### src/rtl/pcm_to_i2s_pkg.sv
// Purpose : shared constants, state encoding and width helper for the I2S transmitter.
// Latency : n/a (declarations only).
// Backpr. : n/a.
package pcm_to_i2s_pkg;

  // PCM sample width per channel, shared with the receiver side.
  localparam int NUMBER_OF_BITS = 8;
  localparam int SLOT_BITS_DEF  = 16;
  localparam int CLK_DIV_DEF    = 2;

  typedef enum logic {
    ST_IDLE = 1'b0,
    ST_RUN  = 1'b1
  } state_t;

  // Counter width for a modulo-n counter; never narrower than one bit so that
  // CLK_DIV=1 still yields a legal vector.
  function automatic int cnt_width(input int n);
    return (n <= 2) ? 1 : $clog2(n);
  endfunction

  localparam int P_W_DEF   = cnt_width(2 * SLOT_BITS_DEF);
  localparam int DIV_W_DEF = cnt_width(CLK_DIV_DEF);

endpackage

### src/rtl/pcm_to_i2s_clock_gen.sv
// Purpose : bclk / ws / bit-position generator for the I2S transmitter.
// Latency : bclk toggles every CLK_DIV clk; strobes are combinational for the current clk.
// Backpr. : none; runs freely while i_run=1, held at zero otherwise.
// Ports   : i_run (FSM in RUN), o_bclk, o_ws (registered), o_p_next (bit position after
//           the pending fall), o_fall_strobe (this clk drops bclk), o_frame_wrap (fall that wraps p).
module pcm_to_i2s_clock_gen
  import pcm_to_i2s_pkg::*;
#(
  parameter  int SLOT_BITS = SLOT_BITS_DEF,
  parameter  int CLK_DIV   = CLK_DIV_DEF,
  localparam int P_W       = cnt_width(2 * SLOT_BITS),
  localparam int DIV_W     = cnt_width(CLK_DIV)
) (
  input  logic           clk,
  input  logic           reset,
  input  logic           i_run,
  output logic           o_bclk,
  output logic           o_ws,
  output logic [P_W-1:0] o_p_next,
  output logic           o_fall_strobe,
  output logic           o_frame_wrap
);

  logic [DIV_W-1:0] r_div_cnt;
  logic             r_bclk;
  logic             r_ws;
  logic [P_W-1:0]   r_p;

  logic             w_tc;
  logic             w_fall;
  logic             w_wrap;
  logic [P_W-1:0]   w_p_next;

  assign w_tc     = (r_div_cnt == DIV_W'(CLK_DIV - 1));
  assign w_fall   = i_run & w_tc & r_bclk;
  assign w_wrap   = w_fall & (r_p == P_W'(2 * SLOT_BITS - 1));
  assign w_p_next = w_wrap ? '0 : (r_p + P_W'(1));

  // Leaving RUN always happens on a wrap, where every counter lands on zero by
  // itself; forcing zeros while idle also makes the next frame start clean.
  always_ff @(posedge clk or posedge reset) begin
    if (reset) begin
      r_div_cnt <= '0;
      r_bclk    <= 1'b0;
      r_ws      <= 1'b0;
      r_p       <= '0;
    end else if (!i_run) begin
      r_div_cnt <= '0;
      r_bclk    <= 1'b0;
      r_ws      <= 1'b0;
      r_p       <= '0;
    end else begin
      if (w_tc) begin
        r_div_cnt <= '0;
        r_bclk    <= ~r_bclk;
      end else begin
        r_div_cnt <= r_div_cnt + DIV_W'(1);
      end
      if (w_fall) begin
        r_p  <= w_p_next;
        r_ws <= (w_p_next >= P_W'(SLOT_BITS));
      end
    end
  end

  assign o_bclk        = r_bclk;
  assign o_ws          = r_ws;
  assign o_p_next      = w_p_next;
  assign o_fall_strobe = w_fall;
  assign o_frame_wrap  = w_wrap;

endmodule

### src/rtl/pcm_to_i2s.sv
// Purpose : stereo PCM to Philips I2S serialiser with its own bclk/ws generation.
// Latency : a sample accepted before frame start k is sent from p=1 of frame k.
// Backpr. : in_ready low while the single holding register is full; frees one clk after frame-start load.
// Ports   : clk, reset (async, high), enable; in_valid/in_ready/in_left/in_right sample
//           handshake; bclk, ws, sd I2S outputs; underrun one-clk pulse on empty frame start.
module pcm_to_i2s
  import pcm_to_i2s_pkg::*;
#(
  parameter  int SLOT_BITS = SLOT_BITS_DEF,
  parameter  int CLK_DIV   = CLK_DIV_DEF,
  localparam int P_W       = cnt_width(2 * SLOT_BITS)
) (
  input  logic                      clk,
  input  logic                      reset,
  input  logic                      enable,
  input  logic                      in_valid,
  output logic                      in_ready,
  input  logic [NUMBER_OF_BITS-1:0] in_left,
  input  logic [NUMBER_OF_BITS-1:0] in_right,
  output logic                      bclk,
  output logic                      ws,
  output logic                      sd,
  output logic                      underrun
);

  state_t                    r_state;
  state_t                    w_state_next;
  logic                      w_frame_start;
  logic                      w_run;

  logic                      r_hold_empty;
  logic [NUMBER_OF_BITS-1:0] r_hold_l;
  logic [NUMBER_OF_BITS-1:0] r_hold_r;
  logic [NUMBER_OF_BITS-1:0] r_shadow_l;
  logic [NUMBER_OF_BITS-1:0] r_shadow_r;
  logic                      r_underrun;
  logic                      r_sd;

  logic                      w_accept;
  logic                      w_sd_bit;
  logic                      w_fall;
  logic                      w_wrap;
  logic [P_W-1:0]            w_p_next;

  assign w_run = (r_state == ST_RUN);

  pcm_to_i2s_clock_gen #(
    .SLOT_BITS (SLOT_BITS),
    .CLK_DIV   (CLK_DIV)
  ) u_clock_gen (
    .clk           (clk),
    .reset         (reset),
    .i_run         (w_run),
    .o_bclk        (bclk),
    .o_ws          (ws),
    .o_p_next      (w_p_next),
    .o_fall_strobe (w_fall),
    .o_frame_wrap  (w_wrap)
  );

  always_ff @(posedge clk or posedge reset) begin
    if (reset) r_state <= ST_IDLE;
    else       r_state <= w_state_next;
  end

  // Enable is only honoured at frame boundaries once running, so a frame is
  // never cut short.
  always_comb begin
    w_state_next  = r_state;
    w_frame_start = 1'b0;
    case (r_state)
      ST_IDLE: begin
        if (enable) begin
          w_state_next  = ST_RUN;
          w_frame_start = 1'b1;
        end
      end
      ST_RUN: begin
        if (w_wrap) begin
          if (enable) w_frame_start = 1'b1;
          else        w_state_next  = ST_IDLE;
        end
      end
      default: w_state_next = ST_IDLE;
    endcase
  end

  assign w_accept = in_valid & r_hold_empty;

  // A frame start reads the holding register as it was before this clk, so a
  // sample accepted in the same clk (holding was empty) waits for the next frame.
  always_ff @(posedge clk or posedge reset) begin
    if (reset) begin
      r_hold_empty <= 1'b1;
      r_hold_l     <= '0;
      r_hold_r     <= '0;
      r_shadow_l   <= '0;
      r_shadow_r   <= '0;
      r_underrun   <= 1'b0;
    end else begin
      r_underrun <= w_frame_start & r_hold_empty;
      if (w_frame_start) begin
        r_shadow_l <= r_hold_empty ? '0 : r_hold_l;
        r_shadow_r <= r_hold_empty ? '0 : r_hold_r;
      end
      if (w_accept) begin
        r_hold_l <= in_left;
        r_hold_r <= in_right;
      end
      if (w_accept)           r_hold_empty <= 1'b0;
      else if (w_frame_start) r_hold_empty <= 1'b1;
    end
  end

  // Bit for the position bclk is about to enter: MSB one slot after ws changes.
  always_comb begin
    w_sd_bit = 1'b0;
    for (int i = 0; i < NUMBER_OF_BITS; i++) begin
      if (w_p_next == P_W'(i + 1))             w_sd_bit = r_shadow_l[NUMBER_OF_BITS-1-i];
      if (w_p_next == P_W'(SLOT_BITS + i + 1)) w_sd_bit = r_shadow_r[NUMBER_OF_BITS-1-i];
    end
  end

  always_ff @(posedge clk or posedge reset) begin
    if (reset)       r_sd <= 1'b0;
    else if (!w_run) r_sd <= 1'b0;
    else if (w_fall) r_sd <= w_sd_bit;
  end

  assign sd       = r_sd;
  assign underrun = r_underrun;
  assign in_ready = r_hold_empty;

endmodule

### config.mk
export PLATFORM = sky130hd
export DESIGN_NAME = pcm_to_i2s
export DESIGN_NICKNAME = d
export VERILOG_FILES = /design/src/rtl/pcm_to_i2s_pkg.sv /design/src/rtl/pcm_to_i2s_clock_gen.sv /design/src/rtl/pcm_to_i2s.sv
export SDC_FILE = /design/constraint.sdc
export NUM_CORES = 1
export LEC_CHECK = 0
export ABC_AREA = 0
export CAP_MARGIN = 20
export CORE_MARGIN = 2
export CORE_UTILIZATION = 40
export DETAILED_ROUTE_END_ITERATION = 10
export HOLD_SLACK_MARGIN = 0.1
export RECOVER_POWER = 100
export REMOVE_ABC_BUFFERS = 1
export SLEW_MARGIN = 15
export SYNTH_ARGS = -nofsm -noshare
export SYNTH_HDL_FRONTEND = slang
export SYNTH_SLANG_ARGS = --single-unit
### constraint.sdc
create_clock -name clk -period 2.2 [get_ports clk]
set_input_delay 0.33 -clock clk [delete_from_list [all_inputs] [get_ports clk]]
set_output_delay 0.33 -clock clk [all_outputs]
set_load 0.01 [all_outputs]
==> metrics.cfg, run 1 <==
[worst_setup_path]
arrival_ps=2170
end_kind=flip-flop
crit_slowest_cell=dfrtp_1
max_stage_delay_ps=440
crit_chain=ha_1 -> and3_1 -> ha_2 -> nor2b_1 -> mux2i_1 -> or2b_1 -> o31ai_1
start_kind=flip-flop
critPathBufInv=0
worst-setup-path-type=flip-flop to flip-flop
path_max_fanout=9
cp.required_ps=2400
path_delay_family=simple AND/OR/NAND/NOR gates

[global_routing]
grt-ovfl-total=0
grt_max_degree=44
antenna_found_initial=0
grt_pass1_wl_mm=6.120
gr-usage-all-layers_pct=14.46
grt_pass1_vias=1378

[power]
ir_drop_mv=0.4536
power.density_nw_per_um2=1029
clkPwrFrac_pct=21.8
leakagePower_nw=1.074
switching_share_pct=30.53
p_sw_uw=751.1
combPwrFrac_pct=31.0
finalPower_mw=2.460
intPower_mw=1.709
power_frac_seq_pct=47.2

[outcome]
outcome=complete, no violations

[sta]
holdWs_ps=491.7
setup_viol=0
clock_skew_ps=8.193
final_max_slew_viol_count=0
slew_headroom_pct=30.19
finalWorstSetupSlack_ps=230.4
layout_min_cycle_time_ps=1970
fmax_mhz=507.7
fin_crit_sh_pct=89.53
rsz0062_at_grt=no
fin_setup_tns_ps=0
tightest_slew_ps=1047
hold_viol_final=0

[clock_network]
ctsRootBufferMaster=clkbuf_8
path_clk_slew_ps=80
tritoncts=done
clock_path_buffers=2
cts_buffers=5
insertion_delay_ps=280
clock-sinks=43
cts_hold_buf=0
htree_levels=2

[logic_synthesis]
ys_seq_area_share_pct=54.88
synth_area_leaders=dfrtp_1 54%, mux2_2 9.2%, nand2_1 6.7%, o21ai_0 4.1%, ha_1 3.2%
synthArstFlopShare_pct=100.0
synth_edf_count=0
ys.flop_type=dfrtp_1
synth_warnings=0
syn-mean-instance-area_sq_um=10.67
synth_area_sq_um=1963
yosys_register_bits=43
yosysTopAreaCell=dfrtp_1
synth_top_area_share_pct=53.54
synth.distinct_cells=38
netlist_instances=184

[die]
die_y_um=74.06
dieWidth_um=74.06
initial_utilization_pct=41.56
num_io_pins=25
rows=25
core-area_sq_um=4723
die_area_sq_um=5484

[detailed_routing]
dr_total_vias=1379
via_per_inst=4.925
drtIter0Drc=93
ant_nets=0
avgRoutedWirePerCell_um=12.57
drc=0
routed_wl_mm=3.520
first_pass_iters=4

[placed_design]
hpwl_mm=2.493
dp_slack_ps=207.7
place_congestion=0.7733
portBuffers=24
dpl_cell_area_sq_um=2298
placedCellCount=272

[cells_and_area]
fin_nets=237
drive_gt1_share_pct=14.55
post-route-util_pct=50.62
nFillCells=423
design_area_sq_um=2391
final_cells=280
syn_to_final_growth_pct=21.80
diodes=0

[run]
cap_viol_max_count=0

[hold_path]
hold_class=flip-flop to flip-flop

-- cell families (layout without fill, tap and decap cells) --
group,Yosys count,after routing,share of synthesized area [%]
AO/OA/AOI/OAI,37,37,11.60
XOR/XNOR,2,2,0.8925
adder cells (fa/ha/maj),5,5,3.187
buffers and inverters,16,45,3.506
flip-flops,43,43,54.88
multiplexers,19,19,10.71
AND/OR/NAND/NOR,62,62,15.23
-- placed cells by master, fill, tap and decap left out, types with 2 or more instances in the layout --
cell type and n:
a21oi_1 4, a2111oi_0 2, o21ai_0 16, nand3_1 8, xnor2_1 2, mux2_2 16, o21ai_1 3, dfrtp_1 42
ha_1 4, dlygate4sd3_1 2, o22ai_1 2, nand2_1 35, nor2_1 6, nand3b_1 2, mux2i_1 3, clkbuf_8 7
a2bb2oi_1 2, clkbuf_1 3, inv_1 7, o31ai_1 3, clkdlybuf4s50_1 22
-- final cells by class --
cell class,count,area [sq um],area share [%]
Sequential cell,43,1077,45.05
Inverter,8,30.03,1.256
Tap cell,67,83.83,3.506
Timing Repair Buffer,29,280.3,11.72
Multi-Input combinational cell,125,819.5,34.28
Clock buffer,8,100.1,4.186
-- synthesized netlist by cell type, drive strengths merged (2+ instances only) --
cell type and n:
dfrtp 42, clkbuf 3, ha 5, a2bb2oi 2
a21oi 4, xnor2 2, and3b 2, and4bb 2
o22ai 2, o31ai 3, buf 5, nand3b 2
inv 7, mux2i 3, nand2 35, nor2 6
nand3 8, o21ai 20, a2111oi 2, mux2 16
-- layer usage --
layer  part of all wire [%]  wire length (um)  global-route usage (%)
met5                      0                 0                       0
met4                   0.63                22                   5.455
met3                    3.3               115                   2.846
met2                     51              1790                   25.00
met1                     45              1592                   17.91
-- repair_timing --
item,in CTS,in global routing
setup buffers,0,0
setup endpoints to repair,0,1
gates resized for setup,0,1
-- power by group through the flow --
stage / Clock [mW] / Sequential, mW / Combinational (mW)
floorplan: 0 / 1.15 / 0.556
global placement: 0 / 1.16 / 0.746
detailed placement: 0 / 1.18 / 0.770
CTS: 0.552 / 1.16 / 0.777
global route: 0.588 / 1.19 / 0.872
finish: 0.535 / 1.16 / 0.763
-- state kept, by name, indices dropped and copies added (netlist names) --
register               count
u_clock_gen.o_bclk         1
r_shadow_r                 8
r_state                    1
r_shadow_l                 8
sd                         1
u_clock_gen.r_div_cnt      1
r_hold_l                   8
in_ready                   1
u_clock_gen.o_ws           1
underrun                   1
u_clock_gen.r_p            4
r_hold_r                   8
-- worst paths after layout --
check,start,endpoint,slack [ps],cells after the start
max,u_clock_gen.r_p[0],sd,230,7
min,r_shadow_l[4],r_shadow_l[4],490,2
max reg2reg,u_clock_gen.r_p[0],sd,230,7
min reg2reg,r_shadow_l[4],r_shadow_l[4],490,2
max in group asynchronous,reset,r_hold_r[6],750,3
min in group asynchronous,reset,r_shadow_r[1],810,3
-- tightest hold or removal path, stage by stage, from the launching register on --
cell and delay, ps:
dfrtp_1 350, nand2_1 50, o21ai_0 60
(Power assumes the default switching activity.)
==> run 2: changes to the inputs <==
--- a/config.mk
+++ b/config.mk
@@ -10,6 +10,7 @@
 export CORE_MARGIN = 2
 export CORE_UTILIZATION = 40
 export DETAILED_ROUTE_END_ITERATION = 10
+export GPL_TIMING_DRIVEN = 1
 export HOLD_SLACK_MARGIN = 0.1
 export RECOVER_POWER = 100
 export REMOVE_ABC_BUFFERS = 1
==> constraint.sdc (replaced) <==
create_clock -name clk -period 2.35 [get_ports clk]
set_input_delay 0.3525 -clock clk [delete_from_list [all_inputs] [get_ports clk]]
set_output_delay 0.3525 -clock clk [all_outputs]
set_load 0.01 [all_outputs]
==> run 2 against run 1 <==
  * Via count shrank 3.0%
  * Critical path depth unchanged
  * Worst setup slack lost 5.1 ps
  * Cell count shrank 1.4%
  * Total power down 11%
  * Sequential power decreased by 7%
  * Fmax is 7.3% lower
  * Clock skew decreased by 2.4 ps
==> metrics.cfg, run 2 (synthesis gave the netlist of run 1 again) <==
[outcome]
outcome=complete, no violations

[clock_network]
ctsRootBufferMaster=clkbuf_8
clock-sinks=43
htree_levels=2
post_cts_buffers=0
path_clk_slew_ps=70
insertion_delay_ps=290
tritoncts=done
cts_hold_buf=0
cts_buffers=5
cts_resized=0
clock_path_buffers=2

[die]
die_area_sq_um=5484
initial_utilization_pct=41.56
rows=25
core-area_sq_um=4723
die_y_um=74.06
dieWidth_um=74.06
num_io_pins=25

[cells_and_area]
design_area_sq_um=2349
syn_to_final_growth_pct=19.63
final_cells=276
final_cell_mix=42 x dfrtp_1, 35 x nand2_1, 17 x o21ai_0, 17 x clkdlybuf4s50_1, 16 x mux2_2
post-route-util_pct=49.72
nFillCells=424
final_common_cell=dfrtp_1
drive_gt1_share_pct=12.92
fin_nets=235
diodes=0

[global_routing]
gr-usage-all-layers_pct=14.32
antenna_found_initial=0
grt-ovfl-total=0
grt_pass1_vias=1304
grt_max_degree=44
grt_pass1_wl_mm=5.920

[worst_setup_path]
crit_chain=ha_1 -> and3_1 -> ha_2 -> and4_1 -> o22ai_1 -> o221a_1 -> o31ai_1
max_stage_delay_ps=440
arrival_ps=2320
worst-setup-path-type=flip-flop to flip-flop
cp.required_ps=2540
path_delay_family=adder cells
critPathBufInv=0
path_max_fanout=9
crit_slowest_cell=dfrtp_1
end_kind=flip-flop
start_kind=flip-flop

[power]
power.density_nw_per_um2=936.8
finalPower_mw=2.200
ir_drop_mv=0.5624
leakagePower_nw=1.065

[sta]
finalWorstSetupSlack_ps=225.3
slew_headroom_pct=30.23
final_max_slew_viol_count=0
holdWs_ps=482.6
layout_min_cycle_time_ps=2125
clock_skew_ps=5.801
tightest_slew_ps=1047
fin_crit_sh_pct=90.41
hold_viol_final=0
setup_viol=0
fmax_mhz=470.7
rsz0062_at_grt=no
fin_setup_tns_ps=0

[placed_design]
hpwl_mm=2.482
placedCellCount=270
dpl_cell_area_sq_um=2283
place_congestion=0.7963
dp_slack_ps=140.6
portBuffers=24

[detailed_routing]
drtIter0Drc=64
via_per_inst=4.848
routed_wl_mm=3.415
first_pass_iters=4
dr_total_vias=1338
avgRoutedWirePerCell_um=12.37
ant_nets=0
drc=0

[hold_path]
hold_class=flip-flop to flip-flop

[run]
cap_viol_max_count=0

-- run 2: changes by cell type in the layout (fill, tap and decap cells not counted) --
cell             previous run  this run
buf_4                       1         0
o21ai_0                    16        17
clkdlybuf4s50_1            22        17
clkbuf_1                    3         2
o21ai_2                     1         0
clkbuf_8                    7         5
dlygate4sd3_1               2         7
-- run 2: where the power goes --
| group | internal [mW] | total [mW] | switching, mW |
|---|---|---|---|
| clock | 0.198 | 0.418 | 0.220 |
| sequential | 0.946 | 1.08 | 0.138 |
| combinational | 0.371 | 0.699 | 0.329 |
-- run 2: layer usage --
layer,vias to the layer above,routed length (um),track usage [%]
met5,-,0,0
li1,686,-,-
met3,4,132,4.065
met1,623,1583,18.71
met4,0,43,5.455
met2,25,1656,22.72
-- run 2: area by class of cell --
class,instances,area [sq um],share of cell area [%]
inverters,8,30.03,1.279
well taps,67,83.83,3.570
repair buffers,27,269.0,11.45
clock buffers,6,72.57,3.090
flip-flops and latches,43,1077,45.87
multi-input cells,125,815.8,34.74
-- run 2: worst reg2reg max path: stages (launching register included) --
cell and delay, ps:
dfrtp_1 440, ha_1 320, and3_1 190, ha_2 260, and4_1 270, o22ai_1 100, o221a_1 210, o31ai_1 240
-- run 2: final timing paths --
| path | startpoint | end | slack, ps | cells after the start |
|---|---|---|---|---|
| min in group asynchronous | reset | r_hold_l[6] | 830 | 3 |
| max in group asynchronous | reset | r_hold_l[4] | 880 | 3 |
| hold / removal | r_shadow_r[5] | r_shadow_r[5] | 480 | 2 |
| setup / recovery | u_clock_gen.r_p[0] | sd | 230 | 7 |
| hold reg to reg | r_shadow_r[5] | r_shadow_r[5] | 480 | 2 |
| setup reg to reg | u_clock_gen.r_p[0] | sd | 230 | 7 |
==> run 3: changes to the inputs <==
--- a/config.mk
+++ b/config.mk
@@ -12,6 +12,7 @@
 export DETAILED_ROUTE_END_ITERATION = 10
 export GPL_TIMING_DRIVEN = 1
 export HOLD_SLACK_MARGIN = 0.1
+export PLACE_DENSITY_LB_ADDON = 0.05
 export RECOVER_POWER = 100
 export REMOVE_ABC_BUFFERS = 1
 export SLEW_MARGIN = 15
==> run 3 against run 2 <==
  * Design area increased by 0.91%
  * Worst setup slack better by 12 ps
  * Combinational power hardly changed
  * Count of clock-buffer cells in the layout increased by 1
  * Worst hold slack worse by 2.5 ps
  * Critical path depth decreased by 1
  * Fmax is 0.59% higher
  * Largest power group unchanged
==> metrics.cfg, run 3 (synthesis gave the netlist of run 1 again) <==
[worst_setup_path]
worst-setup-path-type=flip-flop to flip-flop
r2r_slack_ps=240
end_kind=flip-flop
worstSetupStartpoint=u_clock_gen.r_p[1]
r2r-start=u_clock_gen.r_p[1]
start_kind=flip-flop
arrival_ps=2300
cp.required_ps=2530
r2r_end=sd
reg2reg_depth=6
path_max_fanout=10

[power]
combPwrFrac_pct=31.1
intPower_mw=1.554
power_frac_seq_pct=48.0
finalPower_mw=2.251
power.density_nw_per_um2=949.9
ir_drop_mv=0.4001
p_sw_uw=696.7
leakagePower_nw=1.075
clkPwrFrac_pct=21.0
switching_share_pct=30.95

[cells_and_area]
final_cell_mix=42 x dfrtp_1, 35 x nand2_1, 19 x o21ai_0
diodes=0
post-route-util_pct=50.17
syn_to_final_growth_pct=20.71
nFillCells=446
final_common_cell=dfrtp_1
drive_gt1_share_pct=14.22
fin_nets=235
final_cells=278

[die]
dieWidth_um=74.06
rows=25
die_area_sq_um=5484
die_y_um=74.06
num_io_pins=25
initial_utilization_pct=41.56
core-area_sq_um=4723

[detailed_routing]
avgRoutedWirePerCell_um=12.74
via_per_inst=4.946
routed_wl_mm=3.542
drtIter0Drc=102
drc=0
first_pass_iters=5
ant_nets=0
dr_total_vias=1375

[clock_network]
ctsRootBufferMaster=clkbuf_8
tritoncts=done
htree_levels=2
clock_path_buffers=2
path_clk_slew_ps=80
cts_buffers=5
cts_hold_buf=0
clock-sinks=43
insertion_delay_ps=290

[sta]
layout_min_cycle_time_ps=2112
hold_viol_final=0
clock_skew_ps=9.696
finalWorstSetupSlack_ps=237.7
rsz0062_at_grt=no
slew_headroom_pct=31.63
final_max_slew_viol_count=0
setup_viol=0
fin_setup_tns_ps=0
fin_crit_sh_pct=89.88
fmax_mhz=473.4
tightest_slew_ps=1026

[global_routing]
gr-usage-all-layers_pct=15.35
antenna_found_initial=0
grt-ovfl-total=0
grt_pass1_vias=1347
grt_max_degree=44
grt_pass1_wl_mm=6.417

[placed_design]
portBuffers=24
dp_slack_ps=187.4
place_congestion=0.7681
hpwl_mm=2.509
placedCellCount=270

[hold_path]
worstHoldPathCells=2
hold_class=flip-flop to flip-flop
min_to=r_shadow_l[3]
hp-start=r_shadow_l[3]

[outcome]
outcome=complete, no violations

[run]
cap_viol_max_count=0

[run 3: cell count changes in the layout (fill, tap and decap cells not counted)]
cell / previous run / this run
o21ai_1: 3 / 1
clkinv_2: 0 / 1
o21ai_0: 17 / 19
clkbuf_8: 5 / 6
ha_1: 4 / 3
ha_2: 1 / 2
[run 3: worst max-delay path by stage]
stage	depth (start not counted)	slack [ps]	end
after global placement	7	310	sd
after global routing	6	70	sd
after detailed placement	7	190	sd
after CTS	7	140	sd
final	6	240	sd
after floorplan	6	50	r_shadow_l[0]
[run 3: power by group through the flow]
| stage | combinational, mW | clock (mW) | sequential [mW] |
|---|---|---|---|
| floorplan | 0.521 | 0 | 1.07 |
| global placement | 0.693 | 0 | 1.09 |
| detailed placement | 0.718 | 0 | 1.10 |
| CTS | 0.723 | 0.499 | 1.08 |
| global route | 0.803 | 0.529 | 1.11 |
| finish | 0.699 | 0.472 | 1.08 |
[run 3: critical path, stage by stage, from the launching register on]
cell	delay (ps)
dfrtp_1	430
inv_1	100
ha_1	320
and3b_1	210
a2111oi_0	570
o221a_1	300
o31ai_1	70
[run 3: per-stage QoR]
| stage | instance area (sq um) | hold slack [ps] |
|---|---|---|
| after floorplan | 1924 | 442.1 |
| after global placement | 2283 | 461.3 |
| after detailed placement | 2283 | 470.0 |
| after CTS | 2375 | 487.4 |
| after global routing | 2370 | 515.5 |
| final | 2370 | 480.1 |
[run 3: layer usage]
| layer | GRT usage, % | part of all wire (%) |
|---|---|---|
| met5 | 0 | 0 |
| met4 | 6.061 | 1.7 |
| met3 | 4.065 | 3.8 |
| met2 | 24.60 | 48 |
| met1 | 19.93 | 47 |
[run 3: repair_timing]
action / in CTS / in global routing
setup buffers: 0 / 0
resized for setup: 0 / 2
setup endpoints to repair: 0 / 1
[run 3: cell type report]
type	count	area [sq um]	share of cell area [%]
Inverter	8	30.03	1.267
Timing Repair Buffer	27	269.0	11.35
Sequential cell	43	1077	45.46
Tap cell	67	83.83	3.537
Multi-Input combinational cell	125	818.3	34.53
Clock buffer	7	86.33	3.643
Clock inverter	1	5.005	0.2112
